--- src/rtl/disp_pkg.sv ---
// rtl/disp_pkg.sv - shared types and constants for the display VRAM path
package disp_pkg;

    // Fetch FSM states
    typedef enum logic [1:0] {
        ST_IDLE    = 2'd0,
        ST_WAITBUF = 2'd1,
        ST_AREQ    = 2'd2,
        ST_RBEAT   = 2'd3
    } disp_state_t;

    // 4-byte beats, incrementing bursts
    localparam logic [2:0] AXI_SIZE_4B    = 3'b010;
    localparam logic [1:0] AXI_BURST_INCR = 2'b01;

    localparam int DEF_H_PIX     = 640;
    localparam int DEF_V_PIX     = 480;
    localparam int DEF_BURST_LEN = 16;
    localparam int BYTES_PER_PIX = 4;

    // Counter width for n distinct values, never below one bit
    function automatic int cnt_width(input int n);
        return (n > 1) ? $clog2(n) : 1;
    endfunction

endpackage

--- src/rtl/disp_vsync_det.sv ---
// rtl/disp_vsync_det.sv - VSYNC synchronizer with registered falling-edge pulse
module disp_vsync_det (
    input  logic ACLK,
    input  logic ARST_X,
    input  logic VSYNC_X,
    output logic VS_FALL
);

    logic sync1;
    logic sync2;
    logic sync_d;

    // Two-flop synchronizer, delay flop, then a one-cycle pulse on 1->0
    always_ff @(posedge ACLK) begin
        if (!ARST_X) begin
            sync1   <= 1'b1;
            sync2   <= 1'b1;
            sync_d  <= 1'b1;
            VS_FALL <= 1'b0;
        end else begin
            sync1   <= VSYNC_X;
            sync2   <= sync1;
            sync_d  <= sync2;
            VS_FALL <= sync_d & ~sync2;
        end
    end

endmodule

--- src/rtl/disp_vramctrl.sv ---
// rtl/disp_vramctrl.sv - frame-based AXI4 read master feeding the display pixel FIFO
module disp_vramctrl
    import disp_pkg::*;
#(
    parameter int H_PIX     = DEF_H_PIX,
    parameter int V_PIX     = DEF_V_PIX,
    parameter int BURST_LEN = DEF_BURST_LEN
) (
    input  logic        ACLK,
    input  logic        ARST_X,
    input  logic        DSP_VSYNC_X,
    input  logic        DISPON,
    input  logic [28:0] DISPADDR,
    output logic [31:0] ARADDR,
    output logic [7:0]  ARLEN,
    output logic [2:0]  ARSIZE,
    output logic [1:0]  ARBURST,
    output logic        ARVALID,
    input  logic        ARREADY,
    input  logic [31:0] RDATA,
    input  logic        RVALID,
    input  logic        RLAST,
    output logic        RREADY,
    input  logic        BUF_ROOM,
    output logic        BUF_WREN,
    output logic [31:0] BUF_WDATA,
    output logic        FRAME_BUSY,
    output logic        FRAME_OVR
);

    localparam int N_BURST = (H_PIX * V_PIX) / BURST_LEN;
    localparam int BCNT_W  = cnt_width(N_BURST);
    localparam logic [BCNT_W-1:0] LAST_BURST  = BCNT_W'(N_BURST - 1);
    localparam logic [28:0]       BURST_BYTES = 29'(BURST_LEN * BYTES_PER_PIX);
    // Base is forced to 64-byte alignment so no burst straddles a 4 KB page
    localparam logic [28:0]       BASE_MASK   = 29'h1FFF_FFC0;

    disp_state_t       state;
    disp_state_t       state_nxt;
    logic              vs_fall;
    logic [28:0]       base;
    logic [BCNT_W-1:0] burst_cnt;
    logic [28:0]       ar_addr_q;
    logic              frame_start;
    logic              r_beat;
    logic              last_burst;

    disp_vsync_det u_vsync_det (
        .ACLK    (ACLK),
        .ARST_X  (ARST_X),
        .VSYNC_X (DSP_VSYNC_X),
        .VS_FALL (vs_fall)
    );

    assign ARLEN       = 8'(BURST_LEN - 1);
    assign ARSIZE      = AXI_SIZE_4B;
    assign ARBURST     = AXI_BURST_INCR;
    assign ARADDR      = {3'b000, ar_addr_q};

    assign frame_start = (state == ST_IDLE) && vs_fall && DISPON;
    assign r_beat      = RVALID && RREADY;
    assign last_burst  = (burst_cnt == LAST_BURST);

    // State register
    always_ff @(posedge ACLK) begin
        if (!ARST_X) begin
            state <= ST_IDLE;
        end else begin
            state <= state_nxt;
        end
    end

    // Next-state logic; a burst always runs to RLAST before DISPON is honoured
    always_comb begin
        state_nxt = state;
        case (state)
            ST_IDLE: begin
                if (vs_fall && DISPON) begin
                    state_nxt = ST_WAITBUF;
                end
            end
            ST_WAITBUF: begin
                if (BUF_ROOM) begin
                    state_nxt = ST_AREQ;
                end
            end
            ST_AREQ: begin
                if (ARREADY) begin
                    state_nxt = ST_RBEAT;
                end
            end
            ST_RBEAT: begin
                if (RVALID && RLAST) begin
                    state_nxt = (last_burst || !DISPON) ? ST_IDLE : ST_WAITBUF;
                end
            end
            default: state_nxt = ST_IDLE;
        endcase
    end

    // Moore outputs decoded from the state
    always_comb begin
        ARVALID    = 1'b0;
        RREADY     = 1'b0;
        FRAME_BUSY = 1'b0;
        case (state)
            ST_WAITBUF: FRAME_BUSY = 1'b1;
            ST_AREQ: begin
                ARVALID    = 1'b1;
                FRAME_BUSY = 1'b1;
            end
            ST_RBEAT: begin
                RREADY     = 1'b1;
                FRAME_BUSY = 1'b1;
            end
            default: ;
        endcase
    end

    // Frame base shadow and burst counter
    always_ff @(posedge ACLK) begin
        if (!ARST_X) begin
            base      <= '0;
            burst_cnt <= '0;
        end else if (frame_start) begin
            base      <= DISPADDR & BASE_MASK;
            burst_cnt <= '0;
        end else if ((state == ST_RBEAT) && RVALID && RLAST) begin
            burst_cnt <= burst_cnt + 1'b1;
        end
    end

    // Burst address is computed on the way into AREQ and held until ARREADY
    always_ff @(posedge ACLK) begin
        if (!ARST_X) begin
            ar_addr_q <= '0;
        end else if ((state == ST_WAITBUF) && BUF_ROOM) begin
            ar_addr_q <= base + 29'(burst_cnt) * BURST_BYTES;
        end
    end

    // Registered FIFO write: one strobe per accepted R beat
    always_ff @(posedge ACLK) begin
        if (!ARST_X) begin
            BUF_WREN  <= 1'b0;
            BUF_WDATA <= '0;
        end else begin
            BUF_WREN <= r_beat;
            if (r_beat) begin
                BUF_WDATA <= RDATA;
            end
        end
    end

    // Frame start seen while a fetch is still running
    always_ff @(posedge ACLK) begin
        if (!ARST_X) begin
            FRAME_OVR <= 1'b0;
        end else begin
            FRAME_OVR <= vs_fall && (state != ST_IDLE);
        end
    end

endmodule

--- config.mk ---
export PLATFORM = sky130hd
export DESIGN_NAME = disp_vramctrl
export DESIGN_NICKNAME = d
export VERILOG_FILES = /design/src/rtl/disp_pkg.sv /design/src/rtl/disp_vsync_det.sv /design/src/rtl/disp_vramctrl.sv
export SDC_FILE = /design/constraint.sdc
export NUM_CORES = 1
export LEC_CHECK = 0
export ABC_AREA = 0
export CAP_MARGIN = 20
export CORE_ASPECT_RATIO = 2
export CORE_MARGIN = 10
export CORE_UTILIZATION = 35
export CTS_BUF_LIST = sky130_fd_sc_hd__clkbuf_8
export DETAILED_ROUTE_END_ITERATION = 7
export PLACE_DENSITY_LB_ADDON = 0.12
export REMOVE_ABC_BUFFERS = 1
export SYNTH_ARGS = -nofsm -noshare
export SYNTH_HDL_FRONTEND = slang
export SYNTH_SLANG_ARGS = --single-unit
export TNS_END_PERCENT = 1
--- constraint.sdc ---
create_clock -name ACLK -period 4.8 [get_ports ACLK]
set_input_delay 1.44 -clock ACLK [delete_from_list [all_inputs] [get_ports ACLK]]
set_output_delay 1.44 -clock ACLK [all_outputs]
set_load 0.02 [all_outputs]
Word level (Yosys, flattened, before mapping)

Index checks and enable logic that the tools add are counted.

$add $sub $neg: 2
Equal/unequal tests: 8
Mux-type cells: 9
Bitwise operators: 3
Reductions and logical operators: 16

Operators with widths:

| kind                                                                     | count |
|---|---|
| 29-bit by 21-bit adder with 29-bit output                                | 1 |
| 15-bit by 1-bit adder with 15-bit output (second input constant)         | 1 |
| 15-bit equality test (second input constant)                             | 1 |
| 1-bit logical AND                                                        | 9 |
| 2-bit 2-to-1 mux                                                         | 4 |
| 2-bit one-hot mux with 4 select lines                                    | 1 |
| 2-bit inequality test (second input constant)                            | 3 |
| 2-bit equality test (second input constant)                              | 2 |
| 1-bit 2-to-1 mux                                                         | 4 |
| 4-bit AND reduction                                                      | 1 |
| 3-bit OR reduction                                                       | 1 |
| 2-bit by 1-bit equality test with 1-bit output (second input constant)   | 1 |
| 2-bit zero test                                                          | 1 |
| 2-bit by 1-bit inequality test with 1-bit output (second input constant) | 1 |
| 1-bit inverter                                                           | 2 |
| 2-bit nonzero test                                                       | 1 |
| 2-bit OR reduction                                                       | 1 |
| 1-bit bitwise AND                                                        | 1 |
| 1-bit zero test                                                          | 1 |
| 1-bit logical OR                                                         | 1 |

Bits in registers: 107
Input bits: 69
Output and inout port bits: 82
Logic and storage cells: 49

Longest topological paths before layout

Depth after elaboration: 5
Gate-level depth with buffers: 10
Depth with buffers taken out: 10

By module

Synthesis repeated with hierarchy kept, for this count alone.

Cells, all modules: 595
Area, all modules: 4903.5 um^2

Modules (own cells, without submodules):

| module         | instances | cells an instance | area an instance (um^2) | sequential area each (um^2) |
|---|---|---|---|---|
| disp_vramctrl  | 1         | 587               | 4795.8                  | 1941.9 |
| disp_vsync_det | 1         | 8                 | 107.6                   | 80.1 |

Worst setup path before layout

Ideal clock, no wire load.

Path kind: input-to-reg
From: input port RLAST
To: register burst_cnt[14]
Arrival: 2.568 ns
Required time: 4.730 ns
Slack: 2.161 ns
Cell stages on the path: 7
Path through: and3_1 > buf_2 > nand2b_2 > nor2_1 > nand3_1 > or3_1 > a21oi_1

Longest elaborated chain between the ends: 1

RTL lines:

| what                 | line                 | source |
|---|---|---|
| start, declared      | disp_vramctrl.sv:22  | `input logic RLAST,` |
| 1-bit logical AND    | disp_vramctrl.sv:128 | `end else if ((state == ST_RBEAT) && RVALID && RLAST) begin` |
| end signal, assigned | disp_vramctrl.sv:129 | `burst_cnt <= burst_cnt + 1'b1;` |
| end, declared        | disp_vramctrl.sv:42  | `logic [BCNT_W-1:0] burst_cnt;` |

No other way between the ends.
A chain may end at the register's enable or synchronous reset.

Final worst setup path

From: register state[0]
To: output port FRAME_BUSY

Longest elaborated chain between the ends: 3

RTL lines:

| what                                                                                  | line                 | source |
|---|---|---|
| start, declared                                                                       | disp_vramctrl.sv:38  | `disp_state_t state;` |
| start signal, assigned                                                                | disp_vramctrl.sv:69  | `state <= state_nxt;` |
| 2-bit equality test or 2-bit by 1-bit equality test with 1-bit output (tied branches) | disp_vramctrl.sv:106 | `case (state)` |
| 3-bit OR reduction (no source line) (*)                                               | -                    |  |
| 1-bit 2-to-1 mux (*)                                                                  | disp_vramctrl.sv:106 |  |
| end, declared                                                                         | disp_vramctrl.sv:27  | `output logic FRAME_BUSY,` |

Mark *: on every way between the ends. The rest lies on a longest branch, timed or not.

==> results.yml <==
worst_setup_path:
  r2r_cells: 10
  r2r-end: "ar_addr_q[26]$_SDFFE_PN0P_"
  crit_slowest_cell: "clkdlybuf4s50_1"
  slowest_delay_ps: 630
  start_kind: "flip-flop"
  r2r_start: "burst_cnt[0]$_SDFFE_PP0P_"
  rrSetupSlack_ps: 2200
  crit_path_end_kind: "output pin"
  crit_type: "flip-flop to output pin"
  crit_chain: "inv_1 -> ha_1 -> inv_1 -> clkdlybuf4s50_1"
  cp_max_fo: 5
  crit_end: "FRAME_BUSY"
  cp-startpoint: "state[0]$_SDFFE_PN0P_"
  critPathMostFrequentCell: "inv_1"
  cp.arrival_ps: 1860
  crit_required_ps: 3360
logic_synthesis:
  synthCells: 597
  netlist_area_mm2: 0.004916
  synth-seq-area-share: 0.4113
  synthTopCellsByArea: "dfxtp_1 41%, nand2_1 11%, a21boi_0 8.9%, ha_1 5.1%, buf_4 3.4%"
  yosys.area.top_type: "dfxtp_1"
  ys_async_sr_fraction: 0
  ys.warnings.count: 0
  synth_top_area_frac: 0.4113
  synth_cell_types: 55
  avgSynthCellArea_um2: 8.234
  synth_edf_count: 0
  ys_seq_elements: 101
  synthFlopType: "dfxtp_1"
place:
  detailed_place_hpwl_mm: 10.16
  gp_congestion: 0.8619
  placed_cells: 879
  port_buffers: 122
  dpl_cell_area_mm2: 0.006160
floorplan:
  ios: 151
  die_h_um: 187.6
  start_util: 0.3559
  fp-row-count: 61
  dieArea_mm2: 0.01947
  die_w_um: 103.8
  core_mm2: 0.01381
route:
  firstDrtPassIters: 4
  routed_wl_mm: 12.87
  drtIter0Drc: 154
  drc: 0
  vias: 4274
  wl_per_cell_um: 14.35
  vias_per_cell: 4.765
  ant_nets: 0
timing:
  slew_viol_final: 0
  fin_crit_sh: 0.6871
  setup_tns_ps: 0
  setup_violations: 0
  worst_pin_slew_ps: 881.7
  hold_viol: 0
  grt_setup_unrepaired: "no"
  slew_headroom: 0.4122
  min_period_ps: 3298
  fmax_mhz: 303.2
  fin_worst_skew_ps: 10.64
pwr:
  p_leak_nw: 2.304
  irDropWorstVdd_uv: 134.3
  pwr_density_cell_mw_per_mm2: 254.8
cells_and_area:
  final_area_mm2: 0.006390
  area_growth_pct: 29.98
  finalNonFillerCells: 897
  final_util: 0.4625
  diodes: 0
  layout_common_cells: "148 x nand2_1, 121 x clkdlybuf4s50_1, 101 x dfxtp_1, 58 x a21boi_0, 27 x a21oi_1"
  mostFrequentLayoutCell: "nand2_1"
  final_nets: 793
  fillCellCount: 1371
  drive_above_1_share: 0.03814
clocking:
  cts_setup_buffers: 0
  clk_pin_slew_worst_paths_ps: 100
  clk_latency_ps: 360
  cts-htree-levels: 3
  clock-sinks: 101
  clockBufferDepth: 2
  hold_buffers: 0
  cts-root-buf: "clkbuf_8"
  cts_tree: "done"
  cts_made_buffers: 9
  cts_resized: 0
global_route:
  antenna_found_initial: 0
  gr-total-overflow: 0
  grt_pass1_vias: 4308
  grt_start_max_net_pins: 37
  grt_pass1_wl_mm: 21.35
  grt_use_total: 0.1309
min_path:
  hold_class: "flip-flop to flip-flop"
status:
  status: "finished clean"
flow_run:
  drv_cap: 0
## cell usage after synthesis, types with 2 or more instances
cell type  instances
a21o_1             4
nand2_1          148
o211ai_1           6
o211a_1            4
and2_1             7
mux2i_1            2
buf_4             22
a21boi_0          58
conb_1             2
and3_1             6
xnor2_1           14
or3_1              4
buf_2              2
xor2_1            12
nor2_1            24
ha_1              20
inv_1             13
o21a_1             2
a31oi_1            2
a21oi_1           27
dfxtp_1          101
a211oi_1           2
nor2b_1            2
o22ai_1            3
nand3_1           20
clkbuf_1          24
nand2b_1           8
nand4_1            7
o21ai_0           25
## state kept, by name, indices dropped and copies added (netlist names)
register	flops
BUF_WDATA	32
ar_addr_q	23
base	23
burst_cnt	15
state	2
BUF_WREN	1
FRAME_OVR	1
u_vsync_det.VS_FALL	1
u_vsync_det.sync1	1
u_vsync_det.sync2	1
u_vsync_det.sync_d	1
## per-layer routing
metal / GRT usage / share of wire / routed length [µm]
met5: 0 / 0 / 0
met3: 0.02919 / 0.043 / 547
met2: 0.2426 / 0.52 / 6752
met4: 0.05167 / 0.020 / 261
met1: 0.1386 / 0.41 / 5307
## per-stage QoR
step	setup WS (ps)	hold slack, ps	power (mW)
2_1_floorplan	2165	386.3	1.021
3_3_place_gp	1396	395.5	1.149
3_5_place_dp	1342	396.4	1.154
4_1_cts	1469	421.0	1.658
5_1_grt	1392	439.3	1.715
6_report	1502	418.7	1.628
## worst min path at each step
stage / startpoint / to / slack, ps / cells after the start
2_1_floorplan: u_vsync_det.sync1$_SDFF_PN1_ / u_vsync_det.sync2$_SDFF_PN1_ / 390 / 1
3_3_place_gp: u_vsync_det.sync1$_SDFF_PN1_ / u_vsync_det.sync2$_SDFF_PN1_ / 400 / 1
3_5_place_dp: u_vsync_det.sync1$_SDFF_PN1_ / u_vsync_det.sync2$_SDFF_PN1_ / 400 / 1
4_1_cts: u_vsync_det.sync_d$_SDFF_PN1_ / u_vsync_det.VS_FALL$_SDFF_PN0_ / 420 / 2
5_1_grt: u_vsync_det.sync1$_SDFF_PN1_ / u_vsync_det.sync2$_SDFF_PN1_ / 440 / 1
6_report: u_vsync_det.sync_d$_SDFF_PN1_ / u_vsync_det.VS_FALL$_SDFF_PN0_ / 420 / 2
## worst max-delay path: cells and delay by family (launching register included)
family / cells / cell delay (ps)
buffers and inverters: 3 / 850
flip-flops: 1 / 410
adder cells (fa/ha/maj): 1 / 240
## logic make-up (layout without fill, tap and decap cells)
| kind of cell | after synthesis | count (layout) | synth area share |
|---|---|---|---|
| AO/OA/AOI/OAI | 145 | 145 | 0.1993 |
| XOR/XNOR | 26 | 26 | 0.04632 |
| adder cells (fa/ha/maj) | 21 | 21 | 0.05498 |
| buffers and inverters | 66 | 157 | 0.07381 |
| flip-flops | 101 | 101 | 0.4113 |
| multiplexers | 2 | 2 | 0.004072 |
| other | 2 | 22 | 0.001528 |
| AND/OR/NAND/NOR | 234 | 234 | 0.2087 |
## power breakdown
| group | total, mW | switching [mW] | internal, mW |
|---|---|---|---|
| sequential | 0.876 | 0.0153 | 0.860 |
| clock | 0.496 | 0.295 | 0.201 |
| combinational | 0.256 | 0.137 | 0.119 |
## area by class of cell
type | instances | area [µm²] | share of cell area
sequential | 101 | 2022 | 0.3164
tap | 189 | 236.5 | 0.03701
inverter | 13 | 48.80 | 0.007637
clock inverter | 6 | 40.04 | 0.006266
timing repair buffer | 128 | 1299 | 0.2033
clock buffer | 10 | 137.6 | 0.02154
multi-input combinational | 450 | 2606 | 0.4079
Note: power is estimated with default switching activity, not from simulation.
